**src/rtl/gf24mul_dom_pipe.sv**
```systemverilog
// gf24mul_dom_pipe: d-share DOM masked GF((2^2)^2) normal-basis multiplier, two-stage valid/ready pipeline
module gf24mul (
  input  logic [3:0] a,
  input  logic [3:0] b,
  output logic [3:0] q
);
  function automatic logic [1:0] m4(input logic [1:0] x, input logic [1:0] y);
    logic e;
    e = (x[1] ^ x[0]) & (y[1] ^ y[0]);
    return {(x[1] & y[1]) ^ e, (x[0] & y[0]) ^ e};
  endfunction
  logic [1:0] c, n;
  always_comb begin
    c = m4(a[3:2] ^ a[1:0], b[3:2] ^ b[1:0]);
    n = {c[0], c[1] ^ c[0]};
    q = {m4(a[3:2], b[3:2]) ^ n, m4(a[1:0], b[1:0]) ^ n};
  end
endmodule

module gf24mul_dom_pipe #(
  parameter int SHARES = 2,
  parameter bit ZERO_IDLE = 1'b1,
  localparam int NRND = SHARES * (SHARES - 1) / 2
) (
  input  logic                  clk,
  input  logic                  rst,
  input  logic                  in_valid,
  output logic                  in_ready,
  input  logic [4*SHARES-1:0]   a_sh,
  input  logic [4*SHARES-1:0]   b_sh,
  input  logic [4*NRND-1:0]     rnd,
  output logic                  out_valid,
  input  logic                  out_ready,
  output logic [4*SHARES-1:0]   q_sh,
  output logic                  busy
);
  localparam int NC = SHARES * SHARES;
  logic [4*NC-1:0] p, c_d, c_q;
  logic [4*SHARES-1:0] q_d;
  logic s1_valid, s2_valid, s2_adv, acc, s2_free;
  assign s2_adv = s1_valid & (~s2_valid | out_ready);
  assign s2_free = ~s2_valid | out_ready;
  assign in_ready = ~s1_valid | s2_adv;
  assign acc = in_valid & in_ready;
  assign out_valid = s2_valid;
  assign busy = s1_valid | s2_valid;
  for (genvar i = 0; i < SHARES; i++) begin : g_i
    for (genvar j = 0; j < SHARES; j++) begin : g_j
      gf24mul u_mul (.a(a_sh[4*i+:4]), .b(b_sh[4*j+:4]), .q(p[4*(i*SHARES+j)+:4]));
      if (i == j) begin : g_d
        assign c_d[4*(i*SHARES+j)+:4] = p[4*(i*SHARES+j)+:4];
      end else begin : g_r
        // both c[i][j] and c[j][i] take the mask nibble of the unordered pair (min, max)
        localparam int lo = i < j ? i : j;
        localparam int hi = i < j ? j : i;
        localparam int k = lo * SHARES - lo * (lo + 1) / 2 + hi - lo - 1;
        assign c_d[4*(i*SHARES+j)+:4] = p[4*(i*SHARES+j)+:4] ^ rnd[4*k+:4];
      end
    end
  end
  always_comb begin
    q_d = '0;
    for (int i = 0; i < SHARES; i++)
      for (int j = 0; j < SHARES; j++)
        q_d[4*i+:4] = q_d[4*i+:4] ^ c_q[4*(i*SHARES+j)+:4];
  end
  always_ff @(posedge clk)
    if (rst) begin
      s1_valid <= 1'b0;
      s2_valid <= 1'b0;
      c_q <= '0;
      q_sh <= '0;
    end else begin
      if (in_ready) s1_valid <= in_valid;
      if (acc) c_q <= c_d;
      else if (in_ready && ZERO_IDLE) c_q <= '0;
      if (s2_free) s2_valid <= s1_valid;
      if (s2_adv) q_sh <= q_d;
      else if (s2_free && ZERO_IDLE) q_sh <= '0;
    end
endmodule

```
**config.mk**
```make
export PLATFORM = sky130hd
export DESIGN_NAME = gf24mul_dom_pipe
export DESIGN_NICKNAME = d
export VERILOG_FILES = /design/src/rtl/gf24mul_dom_pipe.sv
export SDC_FILE = /design/constraint.sdc
export NUM_CORES = 1
export LEC_CHECK = 0
export ABC_AREA = 1
export BUFFER_PORTS_ARGS = -buffer_cell sky130_fd_sc_hd__buf_2
export CAP_MARGIN = 20
export CORE_AREA = 5 5 61 85
export DETAILED_ROUTE_END_ITERATION = 16
export DIE_AREA = 0 0 66 90
export GPL_ROUTABILITY_DRIVEN = 0
export PLACE_DENSITY_LB_ADDON = 0.05
export SLEW_MARGIN = 5
export SYNTH_ARGS = -nofsm -noshare
export SYNTH_HDL_FRONTEND = slang
export SYNTH_SLANG_ARGS = --single-unit
```
**constraint.sdc**
```tcl
create_clock -name clk -period 1.4 [get_ports clk]
set_clock_uncertainty 0.2 [all_clocks]
set_input_delay 0.21 -clock clk [delete_from_list [all_inputs] [get_ports clk]]
set_output_delay 0.21 -clock clk [all_outputs]
set_load 0.1 [all_outputs]
```
==> impl_metrics.ini <==
[drt]
viasPerCell = 4.87
vias = 2458
wl_mm = 5.70
firstDrtPassIters = 4
drt-wirelength-per-cell_um = 11.3
drc = 0
initialDrtViolationCount = 57
antenna_left = 0

[sta]
tightest_slew_ns = 0.501
post-route-min-period_ns = 1.57
max-slew-margin-rel_pct = 66.6
drv_slew = 0
rsz0062_at_grt = yes
finalHoldViolCount = 0
setup_viol_count_final = 17
layout_setup_ws_ns = -0.169
period_share_pct = 112
clock.fmax_mhz = 637

[clock_network]
clk_pin_slew_worst_paths_ns = 0.08
worst_skew_pair.late_latency_ns = 0.26
root_buffer = clkbuf_8
cts_buffers = 3
h-tree-depth = 1
clockBufferDepth = 2
holdBufCountCts = 0
cts_tree = done
clkSinkCount = 26

[synthesis]
ys_seq_area_share_pct = 23.6
synth_top_family_by_area = simple AND/OR/NAND/NOR gates
syn_avg_cell_area_um2 = 5.85
async_reset_ff_share_pct = 0
yosys_warnings = 0
synth.area.top_cells = nand2_1 (28%), dfxtp_1 (24%), nand3_1 (8.6%), xor2_1 (8.4%), a21oi_1 (6.1%)
synth_top_cell_area_share_pct = 28.5
yosysTopAreaCell = nand2_1
synth_cells = 376
synth_xor_area_share_pct = 12.1
synthFlopType = dfxtp_1
synth_compound_area_share_pct = 8.98
synth.area.mux_share_pct = 0
synth_cell_types = 23
synth-adder-area-share_pct = 0
synth_area_um2 = 2200
syn-num-nets = 400
synth_edf_count = 0
synth_seq_cells = 26
synthSimpleGateAreaFrac_pct = 45.0

[power]
cellPowerDensity_nw_per_um2 = 752
ir_worst_vdd_mv = 0.425
p_leak_nw = 1.58

[floorplanning]
core_um2 = 4390
die_area_um2 = 5940
num_io_pins = 35
initial_core_util_pct = 50.1
die_h_um = 90
die_width_um = 66
fp-row-count = 29

[placement]
io_buffers = 34
place_area_um2 = 2830
dpl_worst_slack_ns = -0.229
dp_hpwl_mm = 4.82

[finish]
num-nets-final = 468
drive_above_1_share_pct = 28.9
syn_to_final_growth_pct = 35.8
n_antenna_cell = 0
design_area_um2 = 2990

[worst_setup_path]
worstPathCellList = inv_4, nor2_4, inv_2, nor2_4, inv_8, buf_12
critical_path_peak_fanout = 2
path_delay_family = flip-flops
critPathKind = register to output port
crit_arrival_ns = 1.16
slowest_delay_ns = 0.36
path_buf_inv = 4
crit_path_start_kind = register
worstPathRequired_ns = 0.99
path_common_cell = nor2_4
cp_slowest_cell = dfxtp_4
worst_setup_path_end_kind = output port

[hold_path]
hold_class = input pin to register

[grt]
grt_max_degree = 27
antenna_found_initial = 0
grt.overflow.total = 0
grt_pass1_wl_mm = 9.77
grt_pass1_vias = 2237
grt_use_total_pct = 20.3

[run]
cap_violations = 0

[outcome]
run_status = finished with violations
violations = setup timing
final timing paths:
kind	start	to	slack, ns	cells past startpoint
hold reg to reg	c_q[5]	c_q[5]	0.28	2
setup / recovery	out_valid	in_ready	-0.17	6
hold / removal	in_valid	s1_valid	0.08	3
setup reg to reg	out_valid	c_q[3]	-0.10	10
metal layers:
layer | part of all wire, % | global-route usage (%) | vias to the layer above
met3 | 3.3 | 1.62 | 12
met5 | 0 | 0 | -
met4 | 3.1 | 9.49 | 0
met2 | 53 | 37.2 | 53
li1 | - | - | 1309
met1 | 40 | 23.0 | 1084
logic make-up after synthesis:
logic type	count (synthesis)
buf+inv	55
xor+xnor	26
compound gates	38
flops	26
simple gates	231
what timing repair did:
item                                   CTS  global route
buffers inserted                         4             1
pin swaps                                3             4
setup endpoints to repair               26            27
endpoints found under the hold margin    0             0
resized for setup                        8             8
gates cloned                             1             0
area by class of cell:
| type | instances | area [µm²] |
|---|---|---|
| inverters | 48 | 198 |
| multi-input cells | 295 | 1520 |
| repair inverters | 1 | 8.76 |
| flip-flops and latches | 26 | 534 |
| fillers | 421 | 1400 |
| clock buffers | 4 | 55.1 |
| well taps | 62 | 77.6 |
| repair buffers | 69 | 598 |
stage by stage:
stage / utilization, % / TNS (ns) / power [mW] / hold WS [ns] / cells
floorplan: - / -7.29 / 1.45 / 0.181 / 376
global placement: 64.5 / -2.40 / 1.73 / 0.265 / 496
detailed placement: 64.5 / -2.86 / 1.75 / 0.267 / 496
CTS: 67.1 / -2.31 / 2.24 / 0.0719 / 504
global route: 68.1 / -2.98 / 2.41 / 0.0741 / 505
finish: 68.1 / -1.65 / 2.25 / 0.0757 / 505
worst register-to-register path, cell delays in order, from the launching register on:
cell     delay [ns]
dfxtp_4        0.36
inv_4          0.04
nor2_4         0.09
inv_2          0.06
nor2_4         0.15
inv_8          0.04
buf_4          0.15
nand2_8        0.09
inv_8          0.06
nand3_1        0.08
a21oi_1        0.06
report_power, final:
group	internal, mW	switching (mW)
Combinational	0.369	0.576
Clock	0.251	0.223
Sequential	0.791	0.0363
placed cells by master (no fill, tap or decap), types with 4 or more instances in the layout:
master	count
xor2_1	21
dfxtp_2	8
nand3_1	32
buf_2	23
clkbuf_8	4
nor2_1	4
buf_12	11
nand2_2	9
o21ai_0	7
nor2_4	4
inv_1	33
a21oi_1	24
dfxtp_1	17
buf_4	35
inv_2	12
nand2_1	167
nand3_2	8
cell usage after synthesis (3+ instances only):
cell	count
o21ai_0	7
xnor2_2	3
inv_2	14
nor2_4	3
nor2_1	5
nand2_1	167
a21oi_1	27
nand2_2	10
dfxtp_1	26
xor2_1	21
clkbuf_1	3
inv_1	34
nand4_1	3
nand3_1	38
o211ai_1	3
registers in the layout, indices dropped and copies added (netlist names):
register   count
c_q           16
out_valid      1
q_sh           8
s1_valid       1
(Power assumes the default switching activity.)
